**config.mk**
```make
export PLATFORM = sky130hd
export DESIGN_NAME = sha_1_block_sched
export DESIGN_NICKNAME = d
export VERILOG_FILES = /design/src/rtl/sha_1_block_sched.sv
export SDC_FILE = /design/constraint.sdc
export NUM_CORES = 2
export LEC_CHECK = 0
export BUFFER_PORTS_ARGS = -buffer_cell sky130_fd_sc_hd__buf_2
export CORE_AREA = 2 2 404 406
export DETAILED_ROUTE_END_ITERATION = 12
export DIE_AREA = 0 0 406 408
export PLACE_DENSITY = 0.53
export SYNTH_ARGS = -nofsm -noshare
export SYNTH_HDL_FRONTEND = slang
export SYNTH_SLANG_ARGS = --single-unit
```
**constraint.sdc**
```tcl
create_clock -name clk -period 8.9 [get_ports clk]
set_input_delay 2.67 -clock clk [delete_from_list [all_inputs] [get_ports clk]]
set_output_delay 2.67 -clock clk [all_outputs]
set_load 0.02 [all_outputs]
```
**src/rtl/sha_1_block_sched.sv**
```systemverilog
// ----------------------------------------------------------------------------
// sha_1_block_sched
//
// Multi-block message sequencer in front of a SHA-1 compression core.
// Collects a pre-padded message as 32-bit words and groups them into
// 16-word blocks. It launches one compression per block and chains the five
// state words across blocks with the feed-forward add. It then holds the
// final 160-bit digest until the consumer acknowledges it.
//
// Parameters
//   TIMEOUT_CYCLES  max cycles spent waiting for core_done before error
//   CNT_W           width of block_count
//
// Ports
//   clk           system clock, rising edge
//   reset_n       asynchronous active-low reset
//   msg_word      message word (big-endian SHA-1 word order)
//   msg_valid     msg_word is valid
//   msg_ready     a word is accepted this cycle (FILL only)
//   msg_last      final word of the final block, legal only on word 15
//   abort         synchronous abort, overrides every other event
//   core_start    one-cycle launch pulse to the core
//   core_block    16 block words to the core, [0] = first word received
//   core_chain    chaining input a..e to the core
//   core_digest   core result a..e before feed-forward
//   core_done     one-cycle completion pulse from the core
//   digest        final hash H0..H4
//   digest_valid  digest is valid, held until digest_ack
//   digest_ack    consumer accepts the digest
//   busy          a message is in progress
//   error         sticky error flag, cleared only by abort or reset
//   block_count   blocks completed in the current message (saturating)
// ----------------------------------------------------------------------------
module sha_1_block_sched #(
  parameter int unsigned TIMEOUT_CYCLES = 255,
  parameter int unsigned CNT_W          = 16
) (
  input  logic                  clk,
  input  logic                  reset_n,
  input  logic [31:0]           msg_word,
  input  logic                  msg_valid,
  output logic                  msg_ready,
  input  logic                  msg_last,
  input  logic                  abort,
  output logic                  core_start,
  output logic [15:0][31:0]     core_block,
  output logic [4:0][31:0]      core_chain,
  input  logic [4:0][31:0]      core_digest,
  input  logic                  core_done,
  output logic [4:0][31:0]      digest,
  output logic                  digest_valid,
  input  logic                  digest_ack,
  output logic                  busy,
  output logic                  error,
  output logic [CNT_W-1:0]      block_count
);

  localparam int TMR_W = $clog2(TIMEOUT_CYCLES + 1);

  // SHA-1 initial hash values, [0] = H0 (a).
  localparam logic [4:0][31:0] H_INIT = {32'hC3D2E1F0, 32'h10325476,
                                         32'h98BADCFE, 32'hEFCDAB89,
                                         32'h67452301};

  typedef enum logic [2:0] {
    S_FILL,
    S_LAUNCH,
    S_WAIT,
    S_ACCUM,
    S_DONE,
    S_ERR
  } state_t;

  state_t              state;
  state_t              state_nxt;
  logic [3:0]          word_cnt;
  logic [TMR_W-1:0]    timer;
  logic                last_flag;
  logic [4:0][31:0]    chain;
  logic [4:0][31:0]    digest_reg;
  logic [4:0][31:0]    chain_sum;
  logic                last_bad;

  // Block counter holds at all-ones instead of wrapping.
  function automatic logic [CNT_W-1:0] sat_inc(input logic [CNT_W-1:0] v);
    return (&v) ? v : v + 1'b1;
  endfunction

  // Feed-forward add: five independent modulo-2^32 sums, no carry between words.
  function automatic logic [4:0][31:0] feed_fwd(input logic [4:0][31:0] a,
                                                input logic [4:0][31:0] b);
    logic [4:0][31:0] r;
    for (int i = 0; i < 5; i++) r[i] = a[i] + b[i];
    return r;
  endfunction

  // msg_last is only meaningful on the 16th word; elsewhere the word is dropped.
  assign last_bad  = msg_last && (word_cnt != 4'd15);
  assign chain_sum = feed_fwd(chain, digest_reg);

  assign core_chain   = chain;
  assign msg_ready    = (state == S_FILL);
  assign core_start   = (state == S_LAUNCH);
  assign digest_valid = (state == S_DONE);
  assign error        = (state == S_ERR);
  assign busy         = (state != S_FILL) || (word_cnt != 4'd0) || (block_count != '0);

  // ---- state register ----
  always_ff @(posedge clk or negedge reset_n) begin
    if (!reset_n) state <= S_FILL;
    else          state <= state_nxt;
  end

  // ---- next-state logic ----
  always_comb begin
    state_nxt = state;
    case (state)
      S_FILL: begin
        if (msg_valid) begin
          if (last_bad)                  state_nxt = S_ERR;
          else if (word_cnt == 4'd15)    state_nxt = S_LAUNCH;
        end
      end
      S_LAUNCH: state_nxt = S_WAIT;
      S_WAIT: begin
        // A completion in the final timer cycle still wins over the timeout.
        if (core_done)                                   state_nxt = S_ACCUM;
        else if (timer == TMR_W'(TIMEOUT_CYCLES - 1))    state_nxt = S_ERR;
      end
      S_ACCUM:  state_nxt = last_flag ? S_DONE : S_FILL;
      S_DONE:   if (digest_ack) state_nxt = S_FILL;
      S_ERR:    state_nxt = S_ERR;
      default:  state_nxt = S_FILL;
    endcase
    if (abort) state_nxt = S_FILL;
  end

  // ---- block assembly, core result capture and chaining ----
  always_ff @(posedge clk or negedge reset_n) begin
    if (!reset_n) begin
      word_cnt    <= '0;
      block_count <= '0;
      timer       <= '0;
      last_flag   <= 1'b0;
      chain       <= H_INIT;
      digest      <= '0;
      digest_reg  <= '0;
      core_block  <= '0;
    end else if (abort) begin
      word_cnt    <= '0;
      block_count <= '0;
      timer       <= '0;
      last_flag   <= 1'b0;
      chain       <= H_INIT;
    end else begin
      case (state)
        S_FILL: begin
          if (msg_valid && !last_bad) begin
            core_block[word_cnt] <= msg_word;
            word_cnt             <= word_cnt + 4'd1;
            if (word_cnt == 4'd15) last_flag <= msg_last;
          end
        end
        S_LAUNCH: timer <= '0;
        S_WAIT: begin
          if (core_done) digest_reg <= core_digest;
          else           timer      <= timer + 1'b1;
        end
        S_ACCUM: begin
          chain       <= chain_sum;
          block_count <= sat_inc(block_count);
          word_cnt    <= '0;
          if (last_flag) digest <= chain_sum;
        end
        S_DONE: begin
          if (digest_ack) begin
            chain       <= H_INIT;
            block_count <= '0;
          end
        end
        default: ;
      endcase
    end
  end

endmodule

```
======== Word-level counts from Yosys, hierarchy flattened ========
Index checks and enable logic that the tools add are counted.
operators by class
  $add $sub $neg .......................... 8
  $lt $le $gt $ge ......................... 2
  equal/unequal tests ..................... 15
  multiplexer cells ....................... 29
  bitwise logic cells ..................... 1
  reductions and logical operators ........ 26
operators with widths
  kind                                                                   count
  512-bit bitwise mux                                                    1
  160-bit 2-to-1 mux                                                     2
  160-bit case mux with 2 select lines                                   1
  32-bit adder                                                           5
  32-bit demux with 4-bit select                                         1
  16-bit 2-to-1 mux                                                      3
  32-bit 2-to-1 mux                                                      1
  16-bit case mux with 2 select lines                                    1
  3-bit 2-to-1 mux                                                       8
  3-bit case mux with 6 select lines                                     1
  16-bit by 1-bit adder with 16-bit output, second input constant        1
  8-bit 2-to-1 mux                                                       2
  8-bit case mux with 2 select lines                                     1
  16-bit AND reduction                                                   1
  16-bit nonzero test                                                    1
  3-bit AND reduction                                                    5
  3-bit nonzero test                                                     4
  8-bit by 1-bit adder with 8-bit output, second input constant          1
  8-bit equality test, second input constant                             1
  4-bit 2-to-1 mux                                                       2
  4-bit != test, second input constant                                   2
  4-bit case mux with 2 select lines                                     1
  3-bit by 2-bit equality test with 1-bit output, second input constant  2
  3-bit equality test, second input constant                             2
  other kinds (19)                                                       31
storage, ports and cells
  register bits ........................... 1024
  input bits .............................. 199
  output and inout bits ................... 853
  word-level logic and storage cells ...... 117

======== Longest topological paths before layout ========
  word-level depth ........................ 7
  gate-level depth with buffers ........... 11
  depth with buffers taken out ............ 11

======== Worst setup path before layout ========
Ideal clock, no wire load.
  kind .................................... input-to-reg
  start point ............................. in abort
  end point ............................... reg block_count[13]
  library setup time ...................... 131 ps
  arrival ................................. 4353 ps
  required time ........................... 8769 ps
  path slack .............................. 4416 ps
  stages .................................. 9
  path buffers ............................ 1
  cells stage by stage .................... nand2b_1 or2_2 buf_2 o41ai_2 nor2_1 and3_1 nand3_1 xor2_1 nor2_1
on the way
  longest elaborated chain between the ends .. 2
  elaborated cells on any way between the ends .. 5
  classes of those cells .................. 2 x eq/ne; 1 x mux; 2 x reduce/logical
RTL lines
  element                                          RTL line  RTL
  start: declaration                               44        input logic abort,
  3-bit != test (no line) (tied with other cells)  -
  3-bit AND reduction (no line)                    -
  end signal: assignment                           171       block_count <= sat_inc(block_count);
  end: declaration                                 55        output logic [CNT_W-1:0] block_count
Parallel ways exist; a longest one is shown, timed or not.
A chain may end at the register's enable or synchronous reset.

======== Final worst setup path ========
  start point ............................. reg word_cnt[0]
  end point ............................... out busy
on the way
  longest elaborated chain between the ends .. 3
RTL lines
  element                        RTL line  RTL
  start: declaration             76        logic [3:0] word_cnt;
  start signal: assignment       160       word_cnt <= word_cnt + 4'd1;
  4-bit nonzero test             106       assign busy = (state != S_FILL) || (word_cnt != 4'd0) || (block_count != '0);
  1-bit logical OR (2 in a row)  106
  end: declaration               53        output logic busy,
No other way between the ends.

==> summary by stage <==
Status
The flow ran to the end, and the final reports show no timing, DRC or antenna violations.

Worst hold path
The tightest min-delay check is of the flip-flop to flip-flop type.

Setup path
STA classifies the critical path startpoint as a flip-flop. Data arrives at the worst endpoint at 2.76 ns. The highest net fanout along the worst path is 5. The worst setup path is captured at an output pin.

For the worst setup path, the data required time is 6.23 ns. The critical path in this run is classified as flip-flop to output pin.

Cells and area
The number of flip-flops in the largest register is 512. At the end of the flow, the number of nets in the layout was 4998. The sequential cell area is about 0.026 mm².

After filler insertion, the fill cell instance count of the layout stands at about 16000. The area of the multi-input gates is 0.02013 mm². The share of post-route cells with drive strength above 1 is roughly 47%. The growth of design area from synthesis to finish is 25.44%.

CTS
Once the clock tree was built, the setup fixing pass inserted 0 buffers. TritonCTS created 116 clock buffers. Hold repair after CTS inserted 0 buffers. The number of resized instances in the post-cts repair step is 0. The insertion delay of the later-clocked pin in the worst-skew pair is just under 0.8 ns.

The H-tree depth reported by CTS is 3. The worst-case clock buffer depth is 3. The CTS tree is done. The clock-pin slew reported for the worst setup and hold paths after clock tree synthesis is 0.06 ns.

The total clock sinks is 1024. Clock tree synthesis selected as its root buffer the cell sky130_fd_sc_hd__clkbuf_16.

Floorplan
The die is about 410 µm wide. The number of placement rows is around 150. The core region is between 0.15 and 0.2 mm². Once the floorplan was initialized, standard cells occupied 28.84% of the core.

The I/O pin total is 1052. The die covers 0.1656 mm². The floorplan step set the die height to 408 µm.

Yosys
The number of unique standard cell types used by synthesis is between 70 and 80. After synthesis, flip-flops and latches occupy 55.18% of the total area. The cell type with the highest aggregate area in the netlist is sky130_fd_sc_hd__dfrtp_1. The cell area that synthesis handed to floorplanning was 0.04662 mm².

Dividing the synthesized area by the synthesized cell count gives 12.91 µm². During synthesis, Yosys emitted a total of 0 warnings. The number of synthesized flops with an enable pin is 0. Of all flip-flops after synthesis, the portion carrying an async set or reset was 100.0%. After synthesis, the cell types taking the most area are sky130_fd_sc_hd__dfrtp_1, sky130_fd_sc_hd__mux2_2, sky130_fd_sc_hd__dfstp_2. The count of state elements after synthesis is 1024. The top cell type's share of synthesized area is 50.67%. After technology mapping, the gate count stands at 3612. The most used flip-flop cell after synthesis is sky130_fd_sc_hd__dfrtp_1. The net count of the mapped netlist is 3979.

Placed design
The number of port buffers is 1051. The routability congestion estimate from global placement is 0.8860. Detailed placement ended at an HPWL of 125900 µm.

Pwr
The static power due to leakage is 30.39 nW. The overall power after layout is between 15 and 20 mW. VDD sags by at most approximately 0.00018 V. The power density normalized to cell area is 267.4 mW/mm².

STA
The number of endpoints failing setup at the final stage is 0. The max-slew violation count was 0. The number of hold-slack violations in the final timing report is 0.

In the finished design, the share of the clock period the worst path needs comes to 61.01%. Setup repair after global routing left no endpoint under its margin. The worst pin sits at a relative slew slack of 31.77%. The clock skew is between 0.09 and 0.1 ns. For the finished layout, the period the worst path requires is between 5 and 6 ns.

The slew of the pin with the lowest slew margin is between 1 and 1.5 ns. Timing would allow up to 0.1842 GHz. The setup TNS is 0 ns.

GRT
The via count of the first global-routing pass was 34820. The first global-routing pass estimated 245500 µm of wire. The total overflow left after global routing is 0.

For this run, global-route usage on met1 was measured as between 20% and 30%. The met3 global-route usage is under 10%. The routing layer with the top usage in global route is met2. Entering global routing, the biggest net connects about 180 pins. The initial antenna violation count is 24. For met2 alone, demand over resource in global routing was 33.40%. Global routing used around a fifth of the available tracks.

Drt
The post-detailed-route DRC marker count is 0. The length of the first detailed-routing pass in iterations is 5. The vias per cell is 4.934. The overall via count from detail_route is 34090.

The remaining antenna violation count is 0. In this run, the number of DRC markers left after iteration 0 of detailed routing was slightly above 2000. The routed wire length is 170900 µm. The final routed wire length divided by cell count is 24.74 µm.

Flow run
The reported max-cap violation count is 0.
[metal layers]
layer  up-vias  share of wire (%)
li1      15210                  -
met1     17460                 41
met2      1126                 48
met3       285                8.0
met4        16                3.6
met5         -              0.067
[Yosys cell counts, drive strengths merged, types with 60 or more instances]
cell	n
mux2	802
nand2	152
clkbuf	149
xnor2	95
ha	163
o21ai	126
dfstp	80
dfrtp	944
a21oi	171
o22a	60
nor2	137
a21o	91
a22o	66
[path summary, 6_finish.rpt]
kind                                start         endpoint  slack, ns  depth (start not counted)
max                           word_cnt[0]             busy       3.47                          6
min                           digest[131]      digest[131]       0.47                          2
max reg2reg                core_chain[64]       digest[94]       4.72                         11
min reg2reg                   digest[131]      digest[131]       0.47                          2
max in group asynchronous         reset_n  core_block[247]       5.24                          3
min in group asynchronous         reset_n       digest[95]       1.94                          1
[per-stage QoR]
step	utilization (%)	area, µm²	worst slack (ns)	hold WS [ns]	cells
after floorplan	-	46620	4.416	0.4530	3612
after global placement	33.65	54400	3.730	0.4623	6688
after detailed placement	33.65	54400	3.713	0.4692	6688
after CTS	36.17	58470	3.341	0.4828	6905
after global routing	36.17	58480	3.324	0.5010	6909
final	36.18	58480	3.470	0.4750	6910
[cell families after synthesis]
kind of cell             after synthesis  synth area share (%)
buffers and inverters                233                 1.965
adder cells (fa/ha/maj)              168                 4.589
flip-flops                          1024                 55.18
AND/OR/NAND/NOR                      517                 5.298
multiplexers                         811                 19.56
AO/OA/AOI/OAI                        715                 10.64
XOR/XNOR                             144                 2.764
[cell type report]
class	instances	share of cell area, %
well taps	2175	4.653
inverters	40	0.2567
diodes	5	0.02139
flip-flops and latches	1024	43.99
clock buffers	163	5.727
repair buffers	1094	9.692
multi-input cells	2355	34.43
clock inverters	54	1.232
[cells in the final DEF, fill, tap and decap left out, types with 15 or more instances in the layout]
cell type                      n
sky130_fd_sc_hd__buf_2      1050
sky130_fd_sc_hd__dfrtp_1     944
sky130_fd_sc_hd__mux2_2      797
sky130_fd_sc_hd__a21oi_1     168
sky130_fd_sc_hd__ha_1        163
sky130_fd_sc_hd__nand2_1     150
sky130_fd_sc_hd__nor2_1      124
sky130_fd_sc_hd__o21ai_0     121
sky130_fd_sc_hd__clkbuf_16   116
sky130_fd_sc_hd__xnor2_1      95
sky130_fd_sc_hd__a21o_1       88
sky130_fd_sc_hd__dfstp_2      80
sky130_fd_sc_hd__a22o_1       65
sky130_fd_sc_hd__o22a_1       60
sky130_fd_sc_hd__xor2_1       47
sky130_fd_sc_hd__inv_1        40
sky130_fd_sc_hd__nand3_1      40
sky130_fd_sc_hd__buf_4        37
sky130_fd_sc_hd__nor3_1       29
sky130_fd_sc_hd__o21bai_1     29
sky130_fd_sc_hd__clkinv_2     28
sky130_fd_sc_hd__clkbuf_8     27
sky130_fd_sc_hd__o21a_1       26
sky130_fd_sc_hd__nand4_1      24
sky130_fd_sc_hd__and3_1       24
sky130_fd_sc_hd__clkbuf_1     20
sky130_fd_sc_hd__nand2b_1     19
sky130_fd_sc_hd__a211oi_1     18
sky130_fd_sc_hd__and2_1       17
sky130_fd_sc_hd__nor2b_1      17
sky130_fd_sc_hd__a31oi_1      17
sky130_fd_sc_hd__o31ai_1      15
[critical path: stages, from the launching register on]
cell	delay (ns)
sky130_fd_sc_hd__dfrtp_1	0.43
sky130_fd_sc_hd__inv_1	0.11
sky130_fd_sc_hd__ha_1	0.19
sky130_fd_sc_hd__nor4bb_1	0.45
sky130_fd_sc_hd__nand4_1	0.13
sky130_fd_sc_hd__or4_1	0.53
sky130_fd_sc_hd__buf_2	0.22
[report_power, final]
group	leakage [nW]	internal, mW	total [mW]	switching, mW
logic	14.7	1.96	4.97	3.01
registers	13.7	5.23	5.62	0.394
clock network	2.00	2.96	5.05	2.10
total	30.4	10.1	15.6	5.50
Note: power is estimated with default switching activity, not from simulation.
